File: src/rtl/lcd_pkg.sv
// Purpose : shared state encodings, HD44780 command bytes and delay-counter width
//           for the LCD refresher and its byte writer.
// Contents: state_e (sequencer), phase_e (byte writer), command constants, init_cmd().
package lcd_pkg;

    localparam int DLY_W = 20;

    localparam logic [7:0] FUNC_SET   = 8'h38;  // 8-bit bus, 2 lines, 5x8 font
    localparam logic [7:0] DISP_ON    = 8'h0C;  // display on, cursor off, blink off
    localparam logic [7:0] ENTRY_MODE = 8'h06;  // increment address, no shift
    localparam logic [7:0] CLEAR      = 8'h01;
    localparam logic [7:0] ROW0_ADDR  = 8'h80;  // set DDRAM address 0x00
    localparam logic [7:0] ROW1_ADDR  = 8'hC0;  // set DDRAM address 0x40

    typedef enum logic [2:0] {
        ST_POWER_WAIT,
        ST_INIT,
        ST_SET_ROW,
        ST_FETCH,
        ST_WRITE_CHAR,
        ST_FRAME_END
    } state_e;

    typedef enum logic [1:0] {
        PH_IDLE,
        PH_SETUP,
        PH_EHI,
        PH_SETTLE
    } phase_e;

    // Power-on command sequence, in issue order.
    function automatic logic [7:0] init_cmd(input logic [1:0] idx);
        case (idx)
            2'd0:    return FUNC_SET;
            2'd1:    return DISP_ON;
            2'd2:    return ENTRY_MODE;
            default: return CLEAR;
        endcase
    endfunction

endpackage

File: src/rtl/lcd_byte_writer.sv
// Purpose : writes one byte to the LCD bus: 1 setup clock, E_CYC clocks of E high,
//           then CMD_CYC (or CLEAR_CYC when long_settle_i) settle clocks.
// Latency : 1 + E_CYC + settle clocks per byte; a new start is accepted in the last
//           settle clock so consecutive bytes run back to back.
// Backpressure: busy_o high means start_i is ignored this clock.
// Ports   : clk_i, rst_ni, start_i/rs_i/byte_i/long_settle_i in; busy_o, lcd_e_o,
//           lcd_rs_o, lcd_data_o out.
module lcd_byte_writer
    import lcd_pkg::*;
#(
    parameter int E_CYC     = 25,
    parameter int CMD_CYC   = 2000,
    parameter int CLEAR_CYC = 82000
) (
    input  logic       clk_i,
    input  logic       rst_ni,
    input  logic       start_i,
    input  logic       rs_i,
    input  logic [7:0] byte_i,
    input  logic       long_settle_i,
    output logic       busy_o,
    output logic       lcd_e_o,
    output logic       lcd_rs_o,
    output logic [7:0] lcd_data_o
);

    localparam logic [DLY_W-1:0] E_LD   = DLY_W'(E_CYC - 1);
    localparam logic [DLY_W-1:0] CMD_LD = DLY_W'(CMD_CYC - 1);
    localparam logic [DLY_W-1:0] CLR_LD = DLY_W'(CLEAR_CYC - 1);
    localparam logic [DLY_W-1:0] ONE    = DLY_W'(1);

    phase_e           phase_q, phase_d;
    logic [DLY_W-1:0] cnt_q, cnt_d;
    logic             rs_q, rs_d;
    logic [7:0]       data_q, data_d;
    logic             long_q, long_d;
    logic             lcd_e_q;
    logic             accept;

    // Free in idle or during the final settle clock, so the next setup clock
    // directly follows the current settle window.
    assign busy_o = !((phase_q == PH_IDLE) ||
                      ((phase_q == PH_SETTLE) && (cnt_q == '0)));
    assign accept = start_i && !busy_o;

    always_comb begin
        phase_d = phase_q;
        cnt_d   = cnt_q;
        rs_d    = rs_q;
        data_d  = data_q;
        long_d  = long_q;
        case (phase_q)
            PH_SETUP: begin
                phase_d = PH_EHI;
                cnt_d   = E_LD;
            end
            PH_EHI: begin
                if (cnt_q == '0) begin
                    phase_d = PH_SETTLE;
                    cnt_d   = long_q ? CLR_LD : CMD_LD;
                end else begin
                    cnt_d = cnt_q - ONE;
                end
            end
            PH_SETTLE: begin
                if (cnt_q == '0) begin
                    phase_d = PH_IDLE;
                end else begin
                    cnt_d = cnt_q - ONE;
                end
            end
            default: ;
        endcase
        // rs/data only change here, at the start of setup, so they stay put
        // throughout the E pulse and the settle window.
        if (accept) begin
            phase_d = PH_SETUP;
            rs_d    = rs_i;
            data_d  = byte_i;
            long_d  = long_settle_i;
        end
    end

    always_ff @(posedge clk_i or negedge rst_ni) begin
        if (!rst_ni) begin
            phase_q <= PH_IDLE;
            cnt_q   <= '0;
            rs_q    <= 1'b0;
            data_q  <= 8'h00;
            long_q  <= 1'b0;
            lcd_e_q <= 1'b0;
        end else begin
            phase_q <= phase_d;
            cnt_q   <= cnt_d;
            rs_q    <= rs_d;
            data_q  <= data_d;
            long_q  <= long_d;
            lcd_e_q <= (phase_d == PH_EHI);
        end
    end

    assign lcd_e_o    = lcd_e_q;
    assign lcd_rs_o   = rs_q;
    assign lcd_data_o = data_q;

endmodule

File: src/rtl/lcd_refresher.sv
// Purpose : power-on init of an HD44780 LCD, then endless copy of the 2x16 history
//           RAM to the glass, row-address command before each row.
// Latency : one frame = 34 byte writes + 32 fetch clocks + 1 frame-end clock.
// Backpressure: none upstream; the RAM read port is always ready, pacing comes
//           from the byte writer's busy.
// Ports   : clk_i, rst_ni, rdata_i in; raddr_o, lcd_rs_o, lcd_rw_o, lcd_e_o,
//           lcd_data_o, ready_o, frame_done_o out.
module lcd_refresher
    import lcd_pkg::*;
#(
    parameter int POWER_CYC = 750000,
    parameter int E_CYC     = 25,
    parameter int CMD_CYC   = 2000,
    parameter int CLEAR_CYC = 82000
) (
    input  logic       clk_i,
    input  logic       rst_ni,
    output logic [4:0] raddr_o,
    input  logic [7:0] rdata_i,
    output logic       lcd_rs_o,
    output logic       lcd_rw_o,
    output logic       lcd_e_o,
    output logic [7:0] lcd_data_o,
    output logic       ready_o,
    output logic       frame_done_o
);

    localparam logic [DLY_W-1:0] PWR_LAST = DLY_W'(POWER_CYC - 1);
    localparam logic [DLY_W-1:0] ONE      = DLY_W'(1);

    state_e           state_q, state_d;
    logic [4:0]       raddr_q, raddr_d;
    logic             ready_q, ready_d;
    logic             frame_done_q, frame_done_d;
    logic [DLY_W-1:0] pwr_cnt_q, pwr_cnt_d;
    logic [2:0]       init_idx_q, init_idx_d;

    logic             wr_start;
    logic             wr_rs;
    logic [7:0]       wr_byte;
    logic             wr_long;
    logic             wr_busy;

    lcd_byte_writer #(
        .E_CYC     (E_CYC),
        .CMD_CYC   (CMD_CYC),
        .CLEAR_CYC (CLEAR_CYC)
    ) u_writer (
        .clk_i         (clk_i),
        .rst_ni        (rst_ni),
        .start_i       (wr_start),
        .rs_i          (wr_rs),
        .byte_i        (wr_byte),
        .long_settle_i (wr_long),
        .busy_o        (wr_busy),
        .lcd_e_o       (lcd_e_o),
        .lcd_rs_o      (lcd_rs_o),
        .lcd_data_o    (lcd_data_o)
    );

    always_comb begin
        state_d      = state_q;
        raddr_d      = raddr_q;
        ready_d      = ready_q;
        frame_done_d = 1'b0;
        pwr_cnt_d    = pwr_cnt_q;
        init_idx_d   = init_idx_q;
        wr_start     = 1'b0;
        wr_rs        = 1'b0;
        wr_byte      = 8'h00;
        wr_long      = 1'b0;
        case (state_q)
            ST_POWER_WAIT: begin
                if (pwr_cnt_q == PWR_LAST) begin
                    state_d = ST_INIT;
                end else begin
                    pwr_cnt_d = pwr_cnt_q + ONE;
                end
            end
            ST_INIT: begin
                if (!wr_busy) begin
                    if (init_idx_q == 3'd4) begin
                        // clear has fully settled
                        ready_d = 1'b1;
                        raddr_d = 5'd0;
                        state_d = ST_SET_ROW;
                    end else begin
                        wr_start   = 1'b1;
                        wr_byte    = init_cmd(init_idx_q[1:0]);
                        wr_long    = (init_idx_q == 3'd3);
                        init_idx_d = init_idx_q + 3'd1;
                    end
                end
            end
            ST_SET_ROW: begin
                if (!wr_busy) begin
                    wr_start = 1'b1;
                    wr_byte  = raddr_q[4] ? ROW1_ADDR : ROW0_ADDR;
                    state_d  = ST_FETCH;
                end
            end
            ST_FETCH: begin
                // raddr has been stable since the previous character, so rdata
                // is valid once the previous byte finishes; the following clock
                // is the fetch clock in which it gets captured.
                if (!wr_busy) begin
                    state_d = ST_WRITE_CHAR;
                end
            end
            ST_WRITE_CHAR: begin
                if (!wr_busy) begin
                    wr_start = 1'b1;
                    wr_rs    = 1'b1;
                    wr_byte  = rdata_i;
                    raddr_d  = raddr_q + 5'd1;
                    if (raddr_q == 5'd31) begin
                        state_d = ST_FRAME_END;
                    end else if (raddr_q[3:0] == 4'hF) begin
                        state_d = ST_SET_ROW;
                    end else begin
                        state_d = ST_FETCH;
                    end
                end
            end
            ST_FRAME_END: begin
                // pulse once the last character has settled
                if (!wr_busy) begin
                    frame_done_d = 1'b1;
                    state_d      = ST_SET_ROW;
                end
            end
            default: state_d = ST_POWER_WAIT;
        endcase
    end

    always_ff @(posedge clk_i or negedge rst_ni) begin
        if (!rst_ni) begin
            state_q      <= ST_POWER_WAIT;
            raddr_q      <= 5'd0;
            ready_q      <= 1'b0;
            frame_done_q <= 1'b0;
            pwr_cnt_q    <= '0;
            init_idx_q   <= 3'd0;
        end else begin
            state_q      <= state_d;
            raddr_q      <= raddr_d;
            ready_q      <= ready_d;
            frame_done_q <= frame_done_d;
            pwr_cnt_q    <= pwr_cnt_d;
            init_idx_q   <= init_idx_d;
        end
    end

    assign raddr_o      = raddr_q;
    assign lcd_rw_o     = 1'b0;
    assign ready_o      = ready_q;
    assign frame_done_o = frame_done_q;

endmodule

File: config.mk
export PLATFORM = sky130hd
export DESIGN_NAME = lcd_refresher
export DESIGN_NICKNAME = d
export VERILOG_FILES = /design/src/rtl/lcd_pkg.sv /design/src/rtl/lcd_byte_writer.sv /design/src/rtl/lcd_refresher.sv
export SDC_FILE = /design/constraint.sdc
export NUM_CORES = 1
export LEC_CHECK = 0
export BUFFER_PORTS_ARGS = -buffer_cell sky130_fd_sc_hd__buf_4
export CAP_MARGIN = 15
export CORE_UTILIZATION = 45
export CTS_CLUSTER_DIAMETER = 30
export DETAILED_ROUTE_END_ITERATION = 10
export PLACE_DENSITY = 0.71
export SYNTH_ARGS = -nofsm -noshare
export SYNTH_HDL_FRONTEND = slang
export SYNTH_SLANG_ARGS = --single-unit
File: constraint.sdc
create_clock -name clk_i -period 7.9 [get_ports clk_i]
set_input_delay 1.185 -clock clk_i [delete_from_list [all_inputs] [get_ports clk_i]]
set_output_delay 1.185 -clock clk_i [all_outputs]
set_load 0.05 [all_outputs]
Yosys cells after proc, flatten, opt, wreduce, memory -nomap -nowiden
Cells that the tools add are included.
{ "totals": {"regBits": 66, "input_bits": 10, "output_inout_bits": 18, "elab_cells": 96} }
{ "classes": {"add_sub_neg": 4, "n_eq_ne": 24, "n_mux": 38, "n_bitwise": 2, "reduce_logical": 16} }
{ "ops": {"columns": ["operator", "n"], "rows": [
  ["20-bit case mux with 3 select lines", 1],
  ["20-bit 2-to-1 mux", 2],
  ["3-bit 2-to-1 mux", 8],
  ["8-bit case mux with 3 select lines", 1],
  ["20-bit by 1-bit adder with 20-bit output (second input constant)", 1],
  ["20-bit equality test (second input constant)", 1],
  ["20-bit logical NOT", 1],
  ["20-bit by 1-bit subtractor with 20-bit output (second input constant)", 1],
  ["3-bit case mux with 6 select lines", 1],
  ["6-bit case mux with 3 select lines", 1],
  ["17-bit 2-to-1 mux", 1],
  ["8-bit 2-to-1 mux", 2],
  ["2-bit != test (second input constant)", 8],
  ["5-bit 2-to-1 mux", 3],
  ["6-bit 2-to-1 mux", 2],
  ["5-bit case mux with 2 select lines", 1],
  ["3-bit by 2-bit equality test with 1-bit output (second input constant)", 3],
  ["3-bit equality test (second input constant)", 3],
  ["1-bit 2-to-1 mux", 9],
  ["2-bit equality test (second input constant)", 4],
  ["7-bit 2-to-1 mux", 1],
  ["7-bit AND reduction", 1],
  ["2-bit 2-to-1 mux", 3],
  ["2-bit case mux with 3 select lines", 1],
  ["18 further kinds", 24]
]} }

Logic depth before layout (Yosys ltp)
{ "logic_depth": {"ltp_word": 8, "ltp_mapped": 11, "ltp_nobuf": 8} }

Cells and area by module
From an unflattened synthesis, not the netlist that was laid out.
{ "unflattened": {"hier_cells": 434, "area_unflattened_um2": 3956.3} }
{ "by_module_without_submodules": {"columns": ["mod", "n_inst", "cells_per_inst", "area_each_um2", "seq_area_each_um2"], "rows": [
  ["lcd_byte_writer", 1, 252, 2145.8, 825.8],
  ["lcd_refresher", 1, 182, 1810.5, 825.8]
]} }

Least setup slack after synthesis
Ideal clock, no wire load.
{ "synth_path": {"path_type": "reg2reg", "startpoint": "reg u_writer.cnt_q[0]", "endpoint": "reg state_q[0]", "setup_ps": 79, "t_arrival_ps": 2607, "required_ps": 7821, "setup_slack_ps": 5214, "stages_incl_launch_ff": 11, "n_path_buf": 2, "synth_period_minus_slack_ps": 2686, "cell_sequence": "dfrtp_1 > inv_1 > ha_1 > or4b_1 > clkbuf_1 > or4_4 > o21ai_4 > inv_2 > buf_6 > or4_1 > a21oi_1"} }
{ "synth_between": {"elab_chain_cells": 5, "word_cells_on_any_way": 9, "classes_between": "eq/ne: 5; reduce/logical: 4"} }
{ "synth_rtl": {"columns": ["item", "line", "text"], "rows": [
  ["from (decl)", "lcd_byte_writer.sv:33", "logic [DLY_W-1:0] cnt_q, cnt_d;"],
  ["from (signal assigned)", "lcd_byte_writer.sv:94", "cnt_q <= cnt_d;"],
  ["20-bit logical NOT (*)", "lcd_byte_writer.sv:43", "((phase_q == PH_SETTLE) && (cnt_q == '0)));"],
  ["1-bit logical AND (*)", "lcd_byte_writer.sv:43", null],
  ["1-bit logical OR (*)", "lcd_byte_writer.sv:42", "assign busy_o = !((phase_q == PH_IDLE) ||"],
  ["2-bit != test (no source line)", null, null],
  ["7-bit AND reduction (no source line) (*)", null, null],
  ["to (signal assigned)", "lcd_refresher.sv:145", "state_q <= state_d;"],
  ["to (decl)", "lcd_refresher.sv:31", "state_e state_q, state_d;"]
]} }
Every way passes the cells marked *; elsewhere a longest branch is shown, timed or not.
A chain may end at the register's enable or synchronous reset.

Final worst setup path
{ "layout_path": {"startpoint": "reg u_writer.cnt_q[0]", "endpoint": "reg raddr_q[0], in the netlist raddr_o[0]"} }
{ "layout_between": {"elab_chain_cells": 5, "word_cells_on_any_way": 6, "classes_between": "eq/ne: 2; reduce/logical: 4"} }
{ "layout_rtl": {"columns": ["item", "line", "text"], "rows": [
  ["20-bit logical NOT (*)", "lcd_byte_writer.sv:43", null],
  ["1-bit logical AND (*)", "lcd_byte_writer.sv:43", null],
  ["1-bit logical OR (*)", "lcd_byte_writer.sv:42", null],
  ["2-bit != test (no source line)", null, null],
  ["4-bit AND reduction (no source line) (*)", null, null],
  ["to (signal assigned)", "lcd_refresher.sv:146", "raddr_q <= raddr_d;"],
  ["to (decl)", "lcd_refresher.sv:32", "logic [4:0] raddr_q, raddr_d;"]
]} }
Marked as above.

==> impl_metrics.yaml <==
synth:
  synth_nets: 384
  synth_warnings: 0
  syn_inst: 364
  netlist_area_mm2: 0.00354
  yosysUniqueCellTypes: 62
  avgSynthCellArea_um2: 9.72
  synth_edf_count: 0
  ys_ff_latch: 66
  ys_seq_area_share_pct: 46.7
  ys_async_sr_fraction_pct: 100
  synth_flop_cell: "dfrtp_1"
global_route:
  grt_pass1_wl_mm: 13.1
  antenna_found_initial: 0
  grt_max_degree: 67
  gr-total-overflow: 0
  grtUsageTotal_pct: 19.8
  grt_pass1_vias: 2753
drt:
  wl_per_cell_um: 15.2
  drt_iter0_drc: 202
  drc: 0
  wl_mm: 7.47
  vias: 2827
  viasPerCell: 5.75
  first_pass_iters: 4
  ant_nets: 0
timing:
  setup_ws_ns: 4.83
  setup_tns_ns: 0
  setup_viol: 0
  min_period_ns: 3.07
  worst_clock_skew_ns: 0.0126
  timing.fmax_ghz: 0.326
  rsz0062_at_grt: "false"
  slew_violations: 0
  holdWs_ns: 0.466
  worstMarginPinSlew_ns: 0.943
  slew_headroom_pct: 37.1
  hold_viol: 0
  period_share_pct: 38.9
floorplanning:
  die_h_um: 90.7
  die_area_mm2: 0.00822
  placement_rows: 31
  ioPinCount: 28
  core_mm2: 0.00741
  dieWidth_um: 90.7
  initial_utilization_pct: 47.8
power:
  vdd.ir_drop.worst_v: 0.0000972
  power_mw: 0.665
  p_leak_nw: 1.88
  p_per_area_mw_per_mm2: 166
placed_design:
  dpl-instance-area_mm2: 0.00379
  place_ws_ns: 4.89
  io_buffers: 26
  dp.cells: 476
  dp_hpwl_mm: 5.03
  globalplace.congestion: 0.840
critical_path:
  reg2reg_to: "raddr_o[0]$_DFFE_PN0P_"
  end_kind: "flop"
  reg2reg_setup_slack_ns: 4.83
  path_class: "reg2reg"
  rr_startpoint: "u_writer.cnt_q[0]$_DFFE_PN0P_"
  start_kind: "flop"
  critical_path.startpoint: "u_writer.cnt_q[0]$_DFFE_PN0P_"
  cp_max_fo: 22
  reg2reg_depth: 8
  worstPathRequired_ns: 8.18
  cp_data_arrival_time_ns: 3.35
clock_tree:
  root_buffer: "clkbuf_8"
  clockBufferDepth: 2
  holdBufCountCts: 0
  cts_tree: "built"
  post_cts_buffers: 0
  cts_inserted_buffers: 9
  cts.sinks: 66
  clkLatencyLatePin_ns: 0.35
  path_clk_slew_ns: 0.08
  htreeDepth: 3
  cts_resized: 0
worst_hold_path:
  min_to: "pwr_cnt_q[14]$_DFFE_PN0P_"
  hold_path_class: "reg2reg"
  min-delay-start: "pwr_cnt_q[14]$_DFFE_PN0P_"
  hold_depth: 1
final_layout:
  stdcell_count: 492
  final_layout_size_suffix_gt1_share_pct: 14.8
  n_antenna_cell: 0
  layout_common_cells: "dfrtp_1, nand2_1, nor2_1, buf_4, a21oi_1"
  fill_cells: 659
  area.growth.synth_to_final_pct: 13.4
  final_common_cell: "dfrtp_1"
  stdcell_area_mm2: 0.00401
  final_util_pct: 54.2
  nets: 408
flow_run:
  drv_cap: 0
outcome:
  status: "completed"
## layout make-up
| cell class | count | area, µm² | share of cell area [%] |
|---|---|---|---|
| Sequential cell | 66 | 1650 | 41.2 |
| Inverter | 18 | 67.6 | 1.68 |
| Clock buffer | 9 | 124 | 3.09 |
| Clock inverter | 7 | 93.8 | 2.34 |
| Multi-Input combinational cell | 267 | 1760 | 43.8 |
| Timing Repair Buffer | 26 | 195 | 4.86 |
| Tap cell | 99 | 124 | 3.09 |
## sequential cells by signal, summed over array words and instances (netlist names)
register and flops:
u_writer.lcd_rs_o 1, u_writer.phase_q 2, u_writer.long_q 1, u_writer.lcd_e_o 1, init_idx_q 3, ready_o 1, u_writer.lcd_data_o 8, frame_done_o 1
u_writer.cnt_q 20, pwr_cnt_q 20, raddr_o 5, state_q 3
## worst max path at each step
stage,endpoint,slack (ns),cells past startpoint
2_1_floorplan,state_q[0]$_DFFE_PN0P_,5.21,10
3_3_place_gp,raddr_o[0]$_DFFE_PN0P_,5.00,8
3_5_place_dp,raddr_o[3]$_DFFE_PN0P_,4.89,8
4_1_cts,u_writer.lcd_data_o[3]$_DFFE_PN0P_,4.88,8
5_1_grt,raddr_o[0]$_DFFE_PN0P_,4.64,8
6_report,raddr_o[0]$_DFFE_PN0P_,4.83,8
## report_power, final
group | internal (mW) | switching (mW) | total (mW)
Clock | 0.177 | 0.139 | 0.316
Sequential | 0.338 | 0 | 0.338
Combinational | 0.00286 | 0.00802 | 0.0109
Total | 0.517 | 0.147 | 0.665
## critical path: stages, from the launching register on
cell,delay (ns)
dfrtp_1,0.39
inv_1,0.09
ha_1,0.24
or4b_1,0.59
or4_4,0.48
o21ai_4,0.25
inv_2,0.22
nor3_2,0.49
mux2_2,0.25
## layer usage
metal	GRT usage [%]	up-vias	wire [µm]	part of all wire [%]
li1	-	1379	-	-
met1	25.6	1388	3550	47
met2	31.8	48	3580	48
met3	5.05	12	229	3.1
met4	7.66	0	110	1.5
met5	0	-	0	0
## cells in the mapped netlist (7+ instances only)
master    number  area (µm²)
clkbuf_1       9        33.8
ha_1          10         125
nor3_1         8        40.0
o21ai_0       18        90.1
xor2_1        13         114
nor2_1        26        97.6
and3_1         8        50.1
a31oi_1        7        43.8
inv_1         17        63.8
a21oi_1       23         115
dfrtp_1       66        1650
nor4_1         8        50.1
xnor2_1        9        78.8
nand4_1        9        56.3
nand2_1       26        97.6
nand3_1       16        80.1
## cells by family after synthesis
group                    count (synthesis)  share of synthesized area, %
AO/OA/AOI/OAI                           85                          16.0
XOR/XNOR                                22                          5.45
adder cells (fa/ha/maj)                 10                          3.54
buffers and inverters                   31                          3.68
flip-flops                              66                          46.7
multiplexers                            10                          3.04
other                                    1                         0.106
AND/OR/NAND/NOR                        139                          21.5
Power figures use the tool's default switching activity.
